## config.mk

```make
export PLATFORM = sky130hd
export DESIGN_NAME = jtdsp16_rom_loader
export DESIGN_NICKNAME = d
export VERILOG_FILES = /design/src/rtl/jtdsp16_pkg.sv /design/src/rtl/jtdsp16_rom_loader.sv
export SDC_FILE = /design/constraint.sdc
export NUM_CORES = 1
export LEC_CHECK = 0
export CORE_MARGIN = 2
export CORE_UTILIZATION = 29
export DETAILED_ROUTE_END_ITERATION = 10
export HOLD_SLACK_MARGIN = 0.05
export SLEW_MARGIN = 20
export SYNTH_ARGS = -nofsm -noshare
export SYNTH_HDL_FRONTEND = slang
export SYNTH_SLANG_ARGS = --single-unit
```

## constraint.sdc

```tcl
create_clock -name clk -period 4.7 [get_ports clk]
set_clock_uncertainty 0.1 [all_clocks]
set_input_delay 0.705 -clock clk [delete_from_list [all_inputs] [get_ports clk]]
set_output_delay 0.705 -clock clk [all_outputs]
set_load 0.02 [all_outputs]
```

## src/rtl/jtdsp16_pkg.sv

```systemverilog
// Shared definitions for the DSP16 ROM loader: state encoding and ROM address width.
package jtdsp16_pkg;

    localparam int unsigned ROM_AW = 13;
    localparam int unsigned CNT_W  = ROM_AW + 1;
    localparam int unsigned HOLD_W = 8;

    typedef enum logic [1:0] {
        ST_LOAD = 2'd0,
        ST_DONE = 2'd1,
        ST_RUN  = 2'd2
    } state_e;

endpackage

```

## src/rtl/jtdsp16_rom_loader.sv

```systemverilog
// Byte-stream to DSP16 program-ROM writer; holds the core in reset until the image lands.
// Optional word checksum built only when JTDSP16_LOADER_CKSUM_EN is defined.
module jtdsp16_rom_loader
    import jtdsp16_pkg::*;
#(
    parameter int unsigned ROM_BYTES   = 8192,
    parameter int unsigned HOLD_CYCLES = 16
) (
    input  logic              clk,
    input  logic              rst_n,
    input  logic              reload_i,
    input  logic [7:0]        byte_data_i,
    input  logic              byte_valid_i,
    output logic              byte_ready_o,
    output logic [ROM_AW-1:0] prog_addr_o,
    output logic [7:0]        prog_data_o,
    output logic              prog_we_o,
    output logic              loading_o,
    output logic              done_o,
    output logic              cpu_rst_n_o,
    output logic [15:0]       cksum_o
);

    state_e              state_q, state_d;
    logic [CNT_W-1:0]    count_q, count_d;
    logic [HOLD_W-1:0]   hold_q, hold_d;
    logic                cpu_rst_n_q, cpu_rst_n_d;
    logic [ROM_AW-1:0]   prog_addr_q;
    logic [7:0]          prog_data_q;
    logic                prog_we_q;
    logic                accept;

    assign byte_ready_o = (state_q == ST_LOAD) && !reload_i;
    assign accept       = byte_valid_i && byte_ready_o;

    // Next-state: reload overrides everything and restarts from address 0
    always_comb begin
        state_d     = state_q;
        count_d     = count_q;
        hold_d      = hold_q;
        cpu_rst_n_d = cpu_rst_n_q;
        if (reload_i) begin
            state_d     = ST_LOAD;
            count_d     = '0;
            hold_d      = '0;
            cpu_rst_n_d = 1'b0;
        end else begin
            case (state_q)
                ST_LOAD: begin
                    if (accept) begin
                        count_d = count_q + CNT_W'(1);
                        if (count_q == CNT_W'(ROM_BYTES - 1)) begin
                            state_d = ST_DONE;
                        end
                    end
                end
                ST_DONE: begin
                    hold_d = hold_q + HOLD_W'(1);
                    if (hold_d == HOLD_W'(HOLD_CYCLES)) begin
                        state_d     = ST_RUN;
                        cpu_rst_n_d = 1'b1;
                    end
                end
                ST_RUN:  ;
                default: state_d = ST_LOAD;
            endcase
        end
    end

    always_ff @(posedge clk) begin
        if (!rst_n) begin
            state_q     <= ST_LOAD;
            count_q     <= '0;
            hold_q      <= '0;
            cpu_rst_n_q <= 1'b0;
        end else begin
            state_q     <= state_d;
            count_q     <= count_d;
            hold_q      <= hold_d;
            cpu_rst_n_q <= cpu_rst_n_d;
        end
    end

    // Write port lags acceptance by one cycle; address/data hold between strobes
    always_ff @(posedge clk) begin
        if (!rst_n) begin
            prog_we_q   <= 1'b0;
            prog_addr_q <= '0;
            prog_data_q <= '0;
        end else begin
            prog_we_q <= accept;
            if (accept) begin
                prog_addr_q <= count_q[ROM_AW-1:0];
                prog_data_q <= byte_data_i;
            end
        end
    end

`ifdef JTDSP16_LOADER_CKSUM_EN
    logic [15:0] cksum_q, cksum_d;
    logic [7:0]  lsb_q, lsb_d;

    // Summed at acceptance so the value is final in the cycle done rises
    always_comb begin
        cksum_d = cksum_q;
        lsb_d   = lsb_q;
        if (reload_i) begin
            cksum_d = '0;
        end else if (accept) begin
            if (count_q[0]) begin
                cksum_d = cksum_q + {byte_data_i, lsb_q};
            end else begin
                lsb_d = byte_data_i;
            end
        end
    end

    always_ff @(posedge clk) begin
        if (!rst_n) begin
            cksum_q <= '0;
            lsb_q   <= '0;
        end else begin
            cksum_q <= cksum_d;
            lsb_q   <= lsb_d;
        end
    end

    assign cksum_o = cksum_q;
`else
    assign cksum_o = 16'd0;
`endif

    assign prog_addr_o = prog_addr_q;
    assign prog_data_o = prog_data_q;
    assign prog_we_o   = prog_we_q;
    assign loading_o   = (state_q == ST_LOAD);
    assign done_o      = (state_q == ST_DONE) || (state_q == ST_RUN);
    assign cpu_rst_n_o = cpu_rst_n_q;

endmodule

```

==> results.md <==
- Share of the synthesized area in the top cell type: 44.2%
- Final setup margin: 2.02 ns
- CTS clock-pin slew for the worst setup and hold paths: about 0.080 ns
- Nets: 302
- Kind of critical path: primary input to primary output
- RR Startpoint: state_q[0]
- Htree depth: 2
- Status: finished, final reports clean
- Clock Tree Buf Depth: 2
- Synthesized cell area: 0.00213 mm²
- Clk Latency, worst-skew pair: 0.30 ns
- F_max: between 0.3 and 0.4 GHz
- Clock sinks: 47
- Period utilisation layout: 57.1%
- Hold Buf Count CTS: 0
- DR iter-0 viols: 39
- Max Slew Vio Count: 0
- Uppermost layer routed: met4
- WL met1: 2020 µm
- Max Cap Violations: 0
- Post-synth ARST share: 0%
- Setup WS pre-CTS: ~1.7 ns
- Total grt overflow: 0
- Antenna Cells: 0
- Yosys top cell by area: dfxtp_1
- GP Congestion: 0.774
- Most used DFF post-synth: dfxtp_1
- Synth cell types: 34
- Initial antenna violation count: 0
- DR WL met2: 1870 µm
- Total CTS buffers: 5
- Multi-input gate area: between 0.001 and 0.0015 mm²
- Setup TNS: 0 ns
- Crit path from: reload_i
- Cells after Synth: 250
- Reg area: roughly 940 µm²
- Number of global-route vias before repair: 1464
- Largest net degree at the start of global routing: 27
- Worst vdd ir: approximately 0.14 mV
- Antenna Nets Post-Route: 0
- DP HPWL: 2960 µm
- # fillers: 734
- Detailed-route vias per instance: 4.33
- Synth area leaders: dfxtp_1 (44%), nand2_1 (8.6%), a21boi_0 (7.4%)
- Setup Buffers After CTS: 0
- Minimum clock period: 2.68 ns
- Number of flops mapped to enable cells by yosys: 0
- Global-route wire length before repair: 6930 µm
- Layout cells sized above 1: 4.23%
- GR Util All Layers: 10.3%
- Critical path required time: 3.89 ns
- PostCTS Resize Cnt: 0
- Critical path arrival: 1.88 ns
- TritonRoute pass-1 iters: 4
- Worst r2r dst: state_q[0]
- I/O Pins: 54
- Commonest non-fill, non-tap cells in the layout: nand2_1 (49), dfxtp_1 (47), clkdlybuf4s50_1 (37)
- CP Max Fanout: 4
- Avg Synthesized Cell Area: 8.52 µm²
- Pleak: about 0.88 nW
- Unrepaired setup endpoints after global routing: no
- DIE HEIGHT: around 90 µm
- Flop2flop setup slack: ~2.3 ns
- Worst Setup EP: byte_ready_o
- PD cells: ~270 mW/mm²
- Final Hold Viols: 0
- CP Launch Type: primary input
- Commonest non-fill, non-tap cell in the layout: nand2_1
- Die width: 89.7 µm
- Endpoint type of the worst setup path: primary output
- Rel. slew slack: approximately 34%
- Sequential area share after synthesis: about 44%
- Synth Register Bits: 47
- Area grow syn2layout: 22.9%
- Met3 WL: 155 µm
- Routed WL per cell: roughly 11 µm
- IO Port Bufs: 37
- Worst R2R Path Depth: 8
- Final wirelength: 4100 µm
- DRC Markers: 0
- TritonCTS clock tree: yes
- Die area: 0.00805 mm²
- Root Buffer: clkbuf_8
- Core ar.: approximately 0.0072 mm²
- Initial Util: 29.7%
- Synth Warn #: 0
- DR vias: 1660
- Row count: 31
- Class of the worst hold path: register to register
- Final setup viols: 0
- Slew @ Worst Pin: 0.996 ns
[logic make-up after synthesis]
logic type | after synthesis | share of synthesized area, %
AO/OA/AOI/OAI | 40 | 13.0
XOR/XNOR | 15 | 6.17
adder cells (fa/ha/maj) | 6 | 3.52
buffers and inverters | 34 | 8.98
flip-flops | 47 | 44.2
multiplexers | 2 | 0.998
other | 1 | 0.176
AND/OR/NAND/NOR | 105 | 23.0
[worst max-delay path: stages]
cell and delay [ns]:
clkdlybuf4s50_1 0.45, nor2b_1 0.12, clkdlybuf4s50_1 0.60
[where the power goes]
| group | internal, mW | switching, mW |
|---|---|---|
| clock network | 0.115 | 0.126 |
| registers | 0.402 | 0.00234 |
| logic | 0.0214 | 0.0340 |
| total | 0.539 | 0.162 |
[Yosys cell counts, types with 2 or more instances]
library cell	n
ha_1	6
nand2_1	49
inv_1	7
and3_1	3
a21boi_0	21
buf_4	17
xnor2_1	8
clkbuf_1	10
nand3_1	6
a21oi_1	8
dfxtp_1	47
xor2_1	7
o21ai_0	6
nand4_1	7
nor2_1	21
or3_1	6
nor3_1	3
a211oi_1	2
[worst min-delay path by stage]
stage	cells after the start	from	to	slack (ns)
after floorplan	2	count_q[13]	count_q[13]	0.36
after global routing	2	prog_data_o[4]	prog_data_o[4]	0.40
after global placement	2	prog_data_o[4]	prog_data_o[4]	0.36
after detailed placement	2	prog_data_o[7]	prog_data_o[7]	0.36
final	2	prog_data_o[7]	prog_data_o[7]	0.37
after CTS	2	prog_data_o[7]	prog_data_o[7]	0.37
[layout make-up]
type	instances	area share, %
clock buffers	6	3.15
clock inverters	1	0.191
inverters	7	1.00
multi-input cells	184	40.3
flip-flops and latches	47	35.9
well taps	99	4.73
repair buffers	39	14.7
[layer usage]
metal | up-vias | GRT usage (%)
met3 | 5 | 2.93
met2 | 29 | 15.9
li1 | 867 | -
met1 | 759 | 14.1
met4 | 0 | 3.21
met5 | - | 0
[registers in the layout, indices dropped and copies added, names as in the netlist]
signal and flops:
count_q 14, cpu_rst_n_o 1, state_q 2, prog_data_o 8, hold_q 8, prog_addr_o 13
prog_we_o 1
[through the flow]
| step | util [%] | instances | area [µm²] | power [mW] | hold WS (ns) |
|---|---|---|---|---|---|
| floorplan | - | 265 | 2190 | 0.458 | 0.359 |
| global placement | 35.3 | 376 | 2530 | 0.469 | 0.355 |
| detailed placement | 35.3 | 376 | 2530 | 0.469 | 0.362 |
| CTS | 36.5 | 383 | 2620 | 0.709 | 0.372 |
| global route | 36.5 | 383 | 2620 | 0.731 | 0.397 |
| finish | 36.5 | 383 | 2620 | 0.701 | 0.367 |
Power figures use the tool's default switching activity.
